`config.mk`:
```
export PLATFORM = sky130hd
export DESIGN_NAME = cnn_layer_sequencer_flat
export DESIGN_NICKNAME = d
export VERILOG_FILES = /design/src/rtl/cnn_layer_sequencer_pkg.sv /design/src/rtl/cnn_layer_sequencer_if.sv /design/src/rtl/cnn_layer_sequencer_watchdog.sv /design/src/rtl/cnn_layer_sequencer.sv /design/src/flat_wrapper.sv
export SDC_FILE = /design/constraint.sdc
export NUM_CORES = 1
export LEC_CHECK = 0
export ABC_AREA = 1
export CAP_MARGIN = 30
export CORE_MARGIN = 2
export CORE_UTILIZATION = 42
export DETAILED_ROUTE_END_ITERATION = 6
export GPL_TIMING_DRIVEN = 1
export PLACE_DENSITY_LB_ADDON = 0.08
export SETUP_SLACK_MARGIN = 0.15
export SLEW_MARGIN = 15
export SYNTH_ARGS = -nofsm -noshare
export SYNTH_HDL_FRONTEND = slang
export SYNTH_SLANG_ARGS = --single-unit
```
`constraint.sdc`:
```
create_clock -name clk -period 1.4 [get_ports clk]
set_input_delay 0.28 -clock clk [delete_from_list [all_inputs] [get_ports clk]]
set_output_delay 0.28 -clock clk [all_outputs]
set_load 0.02 [all_outputs]
```
`src/rtl/cnn_layer_sequencer_pkg.sv`:
```
// cnn_pkg: shared FSM state type, stage indices and default stage count for the CNN frame sequencer
package cnn_pkg;
  typedef enum logic [2:0] {IDLE, LAUNCH, WAIT, DONE, ERROR} seq_state_t;
  localparam int STG_CONV1 = 0;
  localparam int STG_RELU = 1;
  localparam int STG_POOL = 2;
  localparam int STG_DENSE = 3;
  localparam int DEFAULT_NUM_STAGES = 4;
endpackage

```
`src/rtl/cnn_layer_sequencer_if.sv`:
```
// cnn_layer_sequencer_if: frame request, engine handshake and status signals of the layer sequencer
interface cnn_layer_sequencer_if #(
  parameter int NUM_STAGES = cnn_pkg::DEFAULT_NUM_STAGES
);
  localparam int STG_W = NUM_STAGES > 1 ? $clog2(NUM_STAGES) : 1;
  logic frame_start;
  logic abort;
  logic [NUM_STAGES-1:0] stage_done;
  logic [NUM_STAGES-1:0] stage_start;
  logic [STG_W-1:0] cur_stage;
  logic busy;
  logic frame_done;
  logic start_dropped;
  logic error;
  logic [STG_W-1:0] err_stage;
  modport master (
    output frame_start, abort, stage_done,
    input stage_start, cur_stage, busy, frame_done, start_dropped, error, err_stage
  );
  modport slave (
    input frame_start, abort, stage_done,
    output stage_start, cur_stage, busy, frame_done, start_dropped, error, err_stage
  );
endinterface

```
`src/rtl/cnn_layer_sequencer_watchdog.sv`:
```
// seq_watchdog: counts waiting cycles of one stage and flags expiry as the count reaches TIMEOUT_CYCLES-1
module seq_watchdog #(
  parameter int TIMEOUT_CYCLES = 1048576
) (
  input  logic clk,
  input  logic reset,
  input  logic clear,
  input  logic enable,
  output logic expired
);
  localparam int W = $clog2(TIMEOUT_CYCLES);
  logic [W-1:0] cnt;
  // expiry fires on the cycle whose increment would reach TIMEOUT_CYCLES-1
  assign expired = enable && cnt == W'(TIMEOUT_CYCLES - 2);
  // cycle counter, restarted at every stage launch
  always_ff @(posedge clk)
    if (!reset || clear) cnt <= '0;
    else if (enable) cnt <= cnt + 1'b1;
endmodule

```
`src/rtl/cnn_layer_sequencer.sv`:
```
// cnn_layer_sequencer: runs each layer engine once per frame in index order; SEQ_WATCHDOG_EN adds a per-stage hang watchdog
module cnn_layer_sequencer
  import cnn_pkg::*;
#(
  parameter int NUM_STAGES = DEFAULT_NUM_STAGES,
  parameter int TIMEOUT_CYCLES = 1048576,
  localparam int STG_W = NUM_STAGES > 1 ? $clog2(NUM_STAGES) : 1
) (
  input logic clk,
  input logic reset,
  cnn_layer_sequencer_if.slave bus
);
  localparam logic [STG_W-1:0] LAST = STG_W'(NUM_STAGES - 1);
  localparam logic [NUM_STAGES-1:0] ONE = NUM_STAGES'(1);
  seq_state_t state;
  logic done;
  logic expired;
  assign done = bus.stage_done[bus.cur_stage];
`ifdef SEQ_WATCHDOG_EN
  seq_watchdog #(.TIMEOUT_CYCLES(TIMEOUT_CYCLES)) u_wd (
    .clk(clk),
    .reset(reset),
    .clear(state == LAUNCH),
    .enable(state == WAIT && !done),
    .expired(expired)
  );
`else
  assign expired = 1'b0;
`endif
  // frame FSM with all outputs registered; abort outranks every other event outside IDLE
  always_ff @(posedge clk)
    if (!reset) begin
      state <= IDLE;
      bus.cur_stage <= '0;
      bus.stage_start <= '0;
      bus.busy <= 1'b0;
      bus.frame_done <= 1'b0;
      bus.start_dropped <= 1'b0;
      bus.error <= 1'b0;
      bus.err_stage <= '0;
    end else begin
      bus.stage_start <= '0;
      bus.frame_done <= 1'b0;
      bus.start_dropped <= bus.frame_start && state != IDLE;
      if (bus.abort && state != IDLE) begin
        state <= IDLE;
        bus.busy <= 1'b0;
        bus.error <= 1'b0;
        bus.err_stage <= '0;
      end else
        case (state)
          IDLE:
            if (bus.frame_start && !bus.abort) begin
              state <= LAUNCH;
              bus.cur_stage <= '0;
              bus.busy <= 1'b1;
              bus.stage_start <= ONE;
            end
          LAUNCH: state <= WAIT;
          WAIT:
            if (done && bus.cur_stage == LAST) begin
              state <= DONE;
              bus.frame_done <= 1'b1;
            end else if (done) begin
              state <= LAUNCH;
              bus.cur_stage <= bus.cur_stage + 1'b1;
              bus.stage_start <= ONE << (bus.cur_stage + 1'b1);
            end else if (expired) begin
              state <= ERROR;
              bus.error <= 1'b1;
              bus.err_stage <= bus.cur_stage;
              bus.busy <= 1'b0;
            end
          DONE: begin
            state <= IDLE;
            bus.busy <= 1'b0;
          end
          default: state <= state;
        endcase
    end
endmodule

```
`src/flat_wrapper.sv`:
```
// flat-port wrapper written by rule: the top's interface ports become plain ports
module cnn_layer_sequencer_flat import cnn_pkg::*;
#(
  parameter int NUM_STAGES = DEFAULT_NUM_STAGES,
  parameter int TIMEOUT_CYCLES = 1048576,
  localparam int STG_W = NUM_STAGES > 1 ? $clog2(NUM_STAGES) : 1
)
  (clk, reset, bus_frame_start, bus_abort, bus_stage_done, bus_stage_start, bus_cur_stage, bus_busy, bus_frame_done, bus_start_dropped, bus_error, bus_err_stage);
  cnn_layer_sequencer_if #(.NUM_STAGES(NUM_STAGES)) bus_i ();
  input logic clk;
  input logic reset;
  input wire logic [$bits(bus_i.frame_start)-1:0] bus_frame_start;
  input wire logic [$bits(bus_i.abort)-1:0] bus_abort;
  input wire logic [$bits(bus_i.stage_done)-1:0] bus_stage_done;
  output wire logic [$bits(bus_i.stage_start)-1:0] bus_stage_start;
  output wire logic [$bits(bus_i.cur_stage)-1:0] bus_cur_stage;
  output wire logic [$bits(bus_i.busy)-1:0] bus_busy;
  output wire logic [$bits(bus_i.frame_done)-1:0] bus_frame_done;
  output wire logic [$bits(bus_i.start_dropped)-1:0] bus_start_dropped;
  output wire logic [$bits(bus_i.error)-1:0] bus_error;
  output wire logic [$bits(bus_i.err_stage)-1:0] bus_err_stage;
  assign bus_i.frame_start = bus_frame_start;
  assign bus_i.abort = bus_abort;
  assign bus_i.stage_done = bus_stage_done;
  assign bus_stage_start = bus_i.stage_start;
  assign bus_cur_stage = bus_i.cur_stage;
  assign bus_busy = bus_i.busy;
  assign bus_frame_done = bus_i.frame_done;
  assign bus_start_dropped = bus_i.start_dropped;
  assign bus_error = bus_i.error;
  assign bus_err_stage = bus_i.err_stage;
  cnn_layer_sequencer #(.NUM_STAGES(NUM_STAGES), .TIMEOUT_CYCLES(TIMEOUT_CYCLES)) u_core (.clk(clk), .reset(reset), .bus(bus_i));
endmodule
```
==> run summary <==
worst r2r dst - u_core.bus.stage_start[2]
warning count from the yosys run - 0
Synth async-reset ratio - 0
CTS Sinks - 11
Site Rows - 13
crit path DAT - 1.44 ns
Setup Skew - 0.005194 ns
Required @ worst endpoint - 1.60 ns
Crit. Startpoint - u_core.bus.cur_stage[0]
core region area - 0.001285 sq mm
Tmin final - 1.239 ns
worst hold path class - reg2reg
WHS - 0.4630 ns
DIE WIDTH - 40.98 microns
design area - 918.4 sq um
final hold vios - 0
status - complete, no violations
Setup crit end - u_core.bus.stage_start[2]
initial drt markers - 14
slowest cell on the critical path - dfxtp_4
synth top area cells - dfxtp_1, nand2_1, ha_1, nand3_1, buf_4
DRT Pass-1 Iters - 4
number of global-route vias before repair - 439
initial antenna violation count - 0
CP top delay family - simple AND/OR/NAND/NOR gates
I/O pins - 20
Pleak - 0.4276 nW
peak supply drop - 0.5424 mV
WL/cell - 10.91 microns
final core occ - 0.7147
internal reg-to-reg setup slack - 0.16 ns
first-pass GRT wire length - 1.794 mm
Vias - 549
# fillers - 92
start of the worst register-to-register path - u_core.bus.cur_stage[0]
crit-path max FO - 6
Initial Util - 0.4469
Root Buffer - clkbuf_4
growth of design area from synthesis to finish - 59.91%
Antenna diodes - 0
GRT Total Usage - 0.1674
Final setup viols - 0
Buf/Inv on CP - 1
port bufs - 16
clock latency on the worst-skew pair - 0.27 ns
critical path type - reg2reg
sequential fraction of the synthesis area - 0.3834
CTS Hold Bufs - 0
critical-path cell list - inv_4, nand2_1, nand3_2, nand2_4, or2_4, nor3b_2
CP peak stage delay - 0.38 ns
Post-synth EDFFs - 0
vias per inst - 4.613
Mapped Area - 574.3 sq um
total gr overflow - 0
max-cap violations - 0
ys flop type - dfxtp_1
GPL Wtd Cong - 0.8504
placed cell area - 785.8 sq um
PwrDens - 775.1 mW/mm^2
unrepaired setup endpoints after global routing - true
top cell type's share of synthesized area - 0.3834
Reg area - 229.0 sq um
total power - 0.7118 mW
Die Footprint - 0.001679 sq mm
Multi-input gate area - 385.4 sq um
CP startpoint kind - register
maximum clock frequency - 807.2 MHz
final wirelength - 1.298 mm
Register-to-Register Path Depth - 6
Syn Area/Cell - 7.761 sq um
CP endpoint kind - register
total CTS buffers - 3
Post-Syn Instances - 74
die height - 40.98 microns
share of cells above drive strength 1 - 0.4231
post-route ant nets - 0
Tcrit/Tclk final - 0.8849
Max clock buf depth - 2
Clock transition at path regs - 0.07 ns
Nets - 118
HPWL Detailed - 839.9 microns
H-tree depth - 1
DRC - 0
CTS tree - yes
Slew Limit Fails - 0
instance count on the critical path - 6
synth unique cells - 21
area leader, netlist - dfxtp_1
FF+latch count, synth - 11
largest net degree at the start of global routing - 9
==> registers in the layout, summed over array words and instances, names as in the netlist <==
signal	cells
u_core.bus.busy	1
u_core.bus.cur_stage	2
u_core.bus.frame_done	1
u_core.bus.stage_start	4
u_core.bus.start_dropped	1
u_core.state	2
==> metal layers <==
metal / GRT usage / share of wire / vias up
met5: 0 / 0 / -
met4: 0.07500 / 0.015 / 0
met3: 0.06522 / 0.049 / 4
met2: 0.2500 / 0.51 / 17
met1: 0.2092 / 0.42 / 235
li1: - / - / 293
==> how the worst min path moves through the flow <==
| stage | start | to | cells past startpoint | slack (ns) |
|---|---|---|---|---|
| 2_1_floorplan | reset | u_core.bus.cur_stage[1] | 2 | 0.39 |
| 3_3_place_gp | u_core.bus.busy | u_core.bus.busy | 2 | 0.45 |
| 3_5_place_dp | u_core.bus.busy | u_core.bus.busy | 2 | 0.46 |
| 4_1_cts | u_core.bus.busy | u_core.bus.busy | 2 | 0.47 |
| 5_1_grt | u_core.bus.busy | u_core.bus.busy | 2 | 0.49 |
| 6_report | u_core.bus.busy | u_core.bus.busy | 2 | 0.46 |
==> worst register-to-register path, stage by stage, from the launching register on <==
cell,delay (ns)
dfxtp_4,0.38
inv_4,0.08
nand2_1,0.08
nand3_2,0.10
nand2_4,0.07
or2_4,0.27
nor3b_2,0.17
==> cells in the mapped netlist, types with 2 or more instances <==
master   instances
nand3_1          6
nand2_2          2
a21oi_1          3
nor3b_1          3
ha_1             5
nand4_1          2
inv_1            4
inv_2            3
nor2_1           4
dfxtp_1         11
buf_4            3
nand2_1         19
==> what timing repair did <==
action / 4_1_cts / 5_1_grt
setup endpoints to repair: 11 / 10
cloned: 0 / 0
pin swaps: 0 / 6
gates resized for setup: 11 / 25
buffers inserted: 1 / 4
==> cells in the final DEF, fill, tap and decap left out, drive strengths merged, types with 2 or more instances in the layout <==
cell / n
a21oi: 4
buf: 11
clkbuf: 5
clkdlybuf4s50: 7
conb: 3
dfxtp: 11
dlygate4sd2: 7
ha: 5
inv: 7
nand2: 21
nand3: 6
nand4: 2
nor2: 6
nor3b: 3
o21ai: 2
==> stage by stage <==
| step | instances | TNS [ns] | setup slack, ns |
|---|---|---|---|
| 2_1_floorplan | 76 | 0 | 0.2225 |
| 3_3_place_gp | 110 | -0.4859 | -0.1055 |
| 3_5_place_dp | 110 | -0.4967 | -0.1015 |
| 4_1_cts | 115 | 0 | 0.06439 |
| 5_1_grt | 119 | 0 | 0.08970 |
| 6_report | 119 | 0 | 0.1611 |
==> final cells by class <==
type                       count  share of cell area
multi-input combinational     55              0.4196
sequential                    11              0.2493
timing repair buffer          27              0.2507
tap                           15             0.02044
inverter                       7             0.03134
clock buffer                   4             0.02861
==> cells by family (layout without fill, tap and decap cells) <==
kind of cell | Yosys count | after routing | share of synthesized area
fa+ha+maj | 5 | 5 | 0.1089
other cells | 1 | 3 | 0.006530
buf+inv | 10 | 38 | 0.08496
flops | 11 | 11 | 0.3834
compound gates | 7 | 7 | 0.07625
simple gates | 40 | 40 | 0.3399
==> report_power, final <==
part / leakage (nW) / total [mW] / switching [mW] / internal (mW)
clock network: 0.0150 / 0.213 / 0.103 / 0.110
registers: 0.0913 / 0.336 / 0.0136 / 0.322
logic: 0.321 / 0.163 / 0.0852 / 0.0775
(Power assumes the default switching activity.)
